--- src/rtl/buffer_idex_skid.sv ---
//------------------------------------------------------------------------------
// Module   : buffer_idex_skid
// Brief    : ID/EX pipeline register with valid/ready handshake, one-entry
//            skid buffer and synchronous flush that turns held words into bubbles.
// Revision : 1.0 - initial release
//------------------------------------------------------------------------------
`default_nettype none

module buffer_idex_skid #(
  parameter int                   DATA_W       = 32,
  parameter int                   ALUOP_W      = 3,
  parameter int                   RD_W         = 5,
  parameter int                   FUNCT_W      = 6,
  parameter logic [ALUOP_W-1:0]   BUBBLE_ALUOP = '0
) (
  input  logic               clk,
  input  logic               rst,
  input  logic               in_valid,
  output logic               in_ready,
  input  logic [ALUOP_W-1:0] in_aluop,
  input  logic               in_regdst,
  input  logic [DATA_W-1:0]  in_data1,
  input  logic [DATA_W-1:0]  in_data2,
  input  logic [RD_W-1:0]    in_rd,
  input  logic [FUNCT_W-1:0] in_funct,
  input  logic               flush,
  output logic               out_valid,
  input  logic               out_ready,
  output logic [ALUOP_W-1:0] out_aluop,
  output logic               out_regdst,
  output logic [DATA_W-1:0]  out_data1,
  output logic [DATA_W-1:0]  out_data2,
  output logic [RD_W-1:0]    out_rd,
  output logic [FUNCT_W-1:0] out_funct,
  output logic [1:0]         occupancy
);

  localparam int c_CTL_W = ALUOP_W + 1;
  localparam int c_DAT_W = 2 * DATA_W + RD_W + FUNCT_W;
  localparam logic [c_CTL_W-1:0] c_BUBBLE_CTL = {BUBBLE_ALUOP, 1'b0};

  logic               r_main_valid;
  logic [c_CTL_W-1:0] r_main_ctl;
  logic [c_DAT_W-1:0] r_main_dat;
  logic               r_skid_valid;
  logic [c_CTL_W-1:0] r_skid_ctl;
  logic [c_DAT_W-1:0] r_skid_dat;

  logic               w_in_fire;
  logic [c_CTL_W-1:0] w_in_ctl;
  logic [c_DAT_W-1:0] w_in_dat;

  // in_ready depends only on stored state (and reset), never on out_ready/in_valid
  assign in_ready  = !rst && !r_skid_valid;
  assign w_in_fire = in_valid && in_ready;
  assign w_in_ctl  = {in_aluop, in_regdst};
  assign w_in_dat  = {in_data1, in_data2, in_rd, in_funct};

  always_ff @(posedge clk or posedge rst) begin
    if (rst) begin
      r_main_valid <= 1'b0;
      r_main_ctl   <= c_BUBBLE_CTL;
      r_main_dat   <= '0;
      r_skid_valid <= 1'b0;
      r_skid_ctl   <= '0;
      r_skid_dat   <= '0;
    end else if (flush) begin
      // Squash everything; data fields keep their last value
      r_main_valid <= 1'b0;
      r_skid_valid <= 1'b0;
      r_main_ctl   <= c_BUBBLE_CTL;
    end else if (!r_main_valid || out_ready) begin
      if (r_skid_valid) begin
        r_main_valid <= 1'b1;
        r_main_ctl   <= r_skid_ctl;
        r_main_dat   <= r_skid_dat;
        r_skid_valid <= 1'b0;
      end else if (w_in_fire) begin
        r_main_valid <= 1'b1;
        r_main_ctl   <= w_in_ctl;
        r_main_dat   <= w_in_dat;
      end else begin
        r_main_valid <= 1'b0;
        r_main_ctl   <= c_BUBBLE_CTL;
      end
    end else if (w_in_fire) begin
      // Main stalled: the younger word parks in the skid slot
      r_skid_valid <= 1'b1;
      r_skid_ctl   <= w_in_ctl;
      r_skid_dat   <= w_in_dat;
    end
  end

  assign out_valid = r_main_valid;
  assign {out_aluop, out_regdst} = r_main_ctl;
  assign {out_data1, out_data2, out_rd, out_funct} = r_main_dat;
  assign occupancy = {1'b0, r_main_valid} + {1'b0, r_skid_valid};

endmodule

`default_nettype wire

--- config.mk ---
export PLATFORM = sky130hd
export DESIGN_NAME = buffer_idex_skid
export DESIGN_NICKNAME = d
export VERILOG_FILES = /design/src/rtl/buffer_idex_skid.sv
export SDC_FILE = /design/constraint.sdc
export NUM_CORES = 1
export LEC_CHECK = 0
export CAP_MARGIN = 20
export CORE_MARGIN = 2
export CORE_UTILIZATION = 55
export CTS_BUF_LIST = sky130_fd_sc_hd__clkbuf_4
export CTS_CLUSTER_DIAMETER = 80
export DETAILED_ROUTE_END_ITERATION = 8
export GPL_ROUTABILITY_DRIVEN = 1
export MAX_ROUTING_LAYER = met4
export PLACE_DENSITY = 0.87
export SETUP_SLACK_MARGIN = 0.05
export SLEW_MARGIN = 5
export SYNTH_ARGS = -nofsm -noshare
export SYNTH_HDL_FRONTEND = slang
export SYNTH_SLANG_ARGS = --single-unit
--- constraint.sdc ---
create_clock -name clk -period 14.7 [get_ports clk]
set_input_delay 2.94 -clock clk [delete_from_list [all_inputs] [get_ports clk]]
set_output_delay 2.94 -clock clk [all_outputs]
set_load 0.01 [all_outputs]
=== Word level (Yosys, flattened, before mapping) ===
Cells that the tools add are included.

* Input bits: 84
* Flip-flop bits (word level): 160

* Add/sub/neg operators: 1
* Reduce and logical (&&, ||, !) cells: 11
* Bitwise logic cells: 2
* Multiplexer cells: 13

{| class="wikitable"
|+ Operators by type and width
! cell !! count
|-
| 75-bit 2-to-1 mux || 2
|-
| 4-bit 2-to-1 mux || 4
|-
| 1-bit 2-to-1 mux || 7
|-
| 3-bit AND reduction || 2
|-
| 2-bit nonzero test || 2
|-
| 1-bit zero test || 3
|-
| 3-bit nonzero test || 1
|-
| 1-bit by 1-bit adder with 2-bit output || 1
|-
| 1-bit logical AND || 2
|-
| 1-bit inverter || 2
|-
| 1-bit logical OR || 1
|}

=== Logic depth before layout (Yosys ltp) ===
* Word-level depth: 7
* Mapped depth: 5
* Depth with buffers taken out: 3

=== Least setup slack after synthesis ===
OpenSTA, ideal clock, no wires.

* Kind: in2out
* From: input rst
* To: output in_ready
* Setup slack: 8.663 ns
* Data required time: 11.760 ns
* Arrival time: 3.097 ns
* Stages: 1
* Cell sequence: nor2_1

* Cells in the longest elaborated chain, start to end: 2

{| class="wikitable"
|+ Ends and longest elaborated chain
! item !! line !! source
|-
| from (decl) || 17 || <nowiki>input logic rst,</nowiki>
|-
| 1-bit zero test (no line) || - ||
|-
| 1-bit logical AND || 54 || <nowiki>assign in_ready = !rst && !r_skid_valid;</nowiki>
|-
| to (decl) || 19 || <nowiki>output logic in_ready,</nowiki>
|}

No other way between the ends.

=== Final worst setup path ===
Same ends and word-level chain as after synthesis.

==> flow_summary.yaml <==
outcome:
  status: "finished clean"
route:
  vias: 4209
  drtAntennaViolNets: 0
  drt_first_pass_iters: 4
  vias_per_cell: 5.33
  wl_um: 13900
  wire_per_inst_um: 17.6
  drc: 0
  drtIter0Drc: 173
synthesis:
  syn-num-nets: 524
  synth_cells: 439
  synth_top_family_by_area: "multiplexers"
  ys_seq_area_frac: 0.576
  yosys.area.top_type: "dfrtp_1"
  yosys_warnings: 0
  synth_compound_area_frac: 0.0101
  ys_ff_latch: 160
  synth_top_area_frac: 0.576
  synth_fa_ha_area_frac: 0.00180
  synth_xor_xnor_area_share: 0
  netlist_area_um2: 6960
  synth_simple_gate_area_frac: 0.0110
  synth_area_leaders: "dfrtp_1 58%, mux2_2 35%, mux2_4 2.2%"
  yosysUniqueCellTypes: 20
  synth_area_per_cell_um2: 15.8
  synthMuxAreaShare: 0.376
timing:
  fmax_mhz: 140
  finalMaxSlewViolations: 0
  fin_hold_ws_ns: 0.515
  relSlewSlack: 0.508
  timing.final.crit_share: 0.485
  final-hold-violation-count: 0
  finClkSkew_ns: 0.0117
  min_period_ns: 7.14
  setup_violations: 0
  rsz0062_at_grt: "false"
  final.setup.worst_slack_ns: 7.56
  fin_setup_tns_ns: 0
  worst_slew_pin_slew_ns: 0.738
clock_network:
  clk_latency_ns: 0.54
  cts_sinks: 160
  cts_resized: 0
  cts_buffers: 17
  h-tree-depth: 4
  path_clk_slew_ns: 0.11
  holdBufCountCts: 0
  clock-root-buffer: "clkbuf_4"
  postCtsSetupRepairBufs: 0
  cts_buffer_depth: 2
  cts_tree: "done"
cells_and_area:
  antenna_cells: 0
  nets: 690
  final_cell_mix: "219 x mux2_2, 166 x clkdlybuf4s50_1, 159 x dfrtp_1"
  design_area_um2: 9010
  drive_gt1_frac: 0.430
  final_common_cell: "mux2_2"
  num-fill-cells: 824
  area_growth_pct: 29.6
worst_setup_path:
  critPathSlowestCell: "clkdlybuf4s50_1"
  reg2reg_depth: 5
  critPathMaxStageDelay_ns: 0.55
  cp.required_ns: 11.76
  start_kind: "primary input"
  crit_type: "primary input to output pin"
  cp_max_fo: 4
  reg2reg_slack_ns: 12.04
  crit_top_cell: "clkdlybuf4s50_1"
  timing.rr.start: "r_skid_valid$_DFFE_PP0P_"
  timing.rr.end: "r_skid_dat[2]$_DFFE_PP0P_"
  cp_cell_sequence: "clkdlybuf4s50_1, nor2_1, clkdlybuf4s50_1"
  endpoint_kind: "output pin"
  critPathArrivalTime_ns: 4.20
global_route:
  grtUsageMet3: 0.0778
  grt_overflow: 0
  grt_pass1_wl_um: 22300
  grt_pass1_vias: 4536
  grt.met2_usage: 0.362
  grt_use_met1: 0.265
  gr-max-usage-layer: "met2"
  antenna_found_initial: 0
  grt_use_total: 0.222
  grt_max_degree: 85
die:
  std_cell_rows: 41
  dieArea_um2: 13600
  initial_core_util: 0.558
  die_h_um: 116
  die_w_um: 116
  io_pins: 167
  core_area_um2: 12500
power:
  p_leak_nw: 3.91
  power_density_nw_per_um2: 116
  vdd_drop_max_v: 0.0000846
  finalPower_mw: 1.05
hold_path:
  hold_class: "register to register"
  min_from: "r_skid_dat[31]$_DFFE_PP0P_"
  min_to: "r_skid_dat[31]$_DFFE_PP0P_"
  holdPathStages: 1
placed_design:
  post-dp-hpwl_um: 9310
  postPlaceCellArea_um2: 8710
  port_buffers: 166
  gp_congestion: 0.758
  place_ws_ns: 7.56
flow_run:
  cap_violations: 0
## report_power, final
group / total, mW / internal (mW) / switching, mW / leakage (nW)
combinational: 0.256 / 0.169 / 0.0875 / 1.77
sequential: 0.562 / 0.520 / 0.0421 / 2.01
clock: 0.227 / 0.0869 / 0.140 / 0.136
## sequential cells by signal (all words and copies together) (netlist names)
| name | count |
|---|---|
| r_main_dat | 75 |
| r_skid_dat | 75 |
| r_main_ctl | 4 |
| r_skid_ctl | 4 |
| out_valid | 1 |
| r_skid_valid | 1 |
## cells in the mapped netlist
| library cell | instances |
|---|---|
| mux2_4 | 10 |
| nor3_1 | 1 |
| o211a_1 | 1 |
| o21ai_0 | 4 |
| mux2_2 | 219 |
| nand3_2 | 1 |
| nor3b_4 | 1 |
| ha_1 | 1 |
| buf_6 | 7 |
| a221oi_1 | 4 |
| nor2b_1 | 1 |
| dfrtp_1 | 160 |
| inv_1 | 2 |
| buf_2 | 16 |
| nand2b_1 | 1 |
| and2b_1 | 1 |
| nor2_1 | 6 |
| buf_4 | 1 |
| buf_1 | 1 |
| a21oi_1 | 1 |
## worst max path at each step
stage,to,cells past startpoint,slack (ns),from
6_report,in_ready,3,7.56,rst
5_1_grt,in_ready,3,7.51,rst
4_1_cts,in_ready,3,7.55,rst
3_5_place_dp,in_ready,3,7.56,rst
3_3_place_gp,in_ready,3,7.56,rst
2_1_floorplan,out_valid$_DFFE_PP0N_,1,7.44,rst
## area by class of cell
class | instances | area [µm²] | share of cell area
clock buffers | 21 | 158 | 0.0175
clock inverters | 11 | 72.6 | 0.00805
inverters | 2 | 12.5 | 0.00139
multi-input cells | 252 | 2790 | 0.310
flip-flops and latches | 160 | 4010 | 0.445
well taps | 172 | 215 | 0.0239
repair buffers | 172 | 1760 | 0.195
## worst max-delay path, delay by kind of cell
kind	cells	cell delay (ns)
and+or+nand+nor	1	0.15
buffers and inverters	2	1.10
## metal layers
metal,vias up,wire length [µm],share of wire
li1,1918,-,-
met1,2161,5740,0.41
met2,117,7070,0.51
met3,13,976,0.070
met4,0,155,0.011
met5,-,0,0
## cell families after synthesis
kind of cell / after synthesis
and+or+nand+nor: 12
AOI/OAI and AO/OA: 10
DFF: 160
muxes: 229
buffers and inverters: 27
adders and majority gates: 1
## stage by stage
step                       util  instances
after global placement    0.699        755
after floorplan               -        439
after CTS                 0.717        787
after global routing      0.723        790
final                     0.723        790
after detailed placement  0.699        755
(Power assumes the default switching activity.)
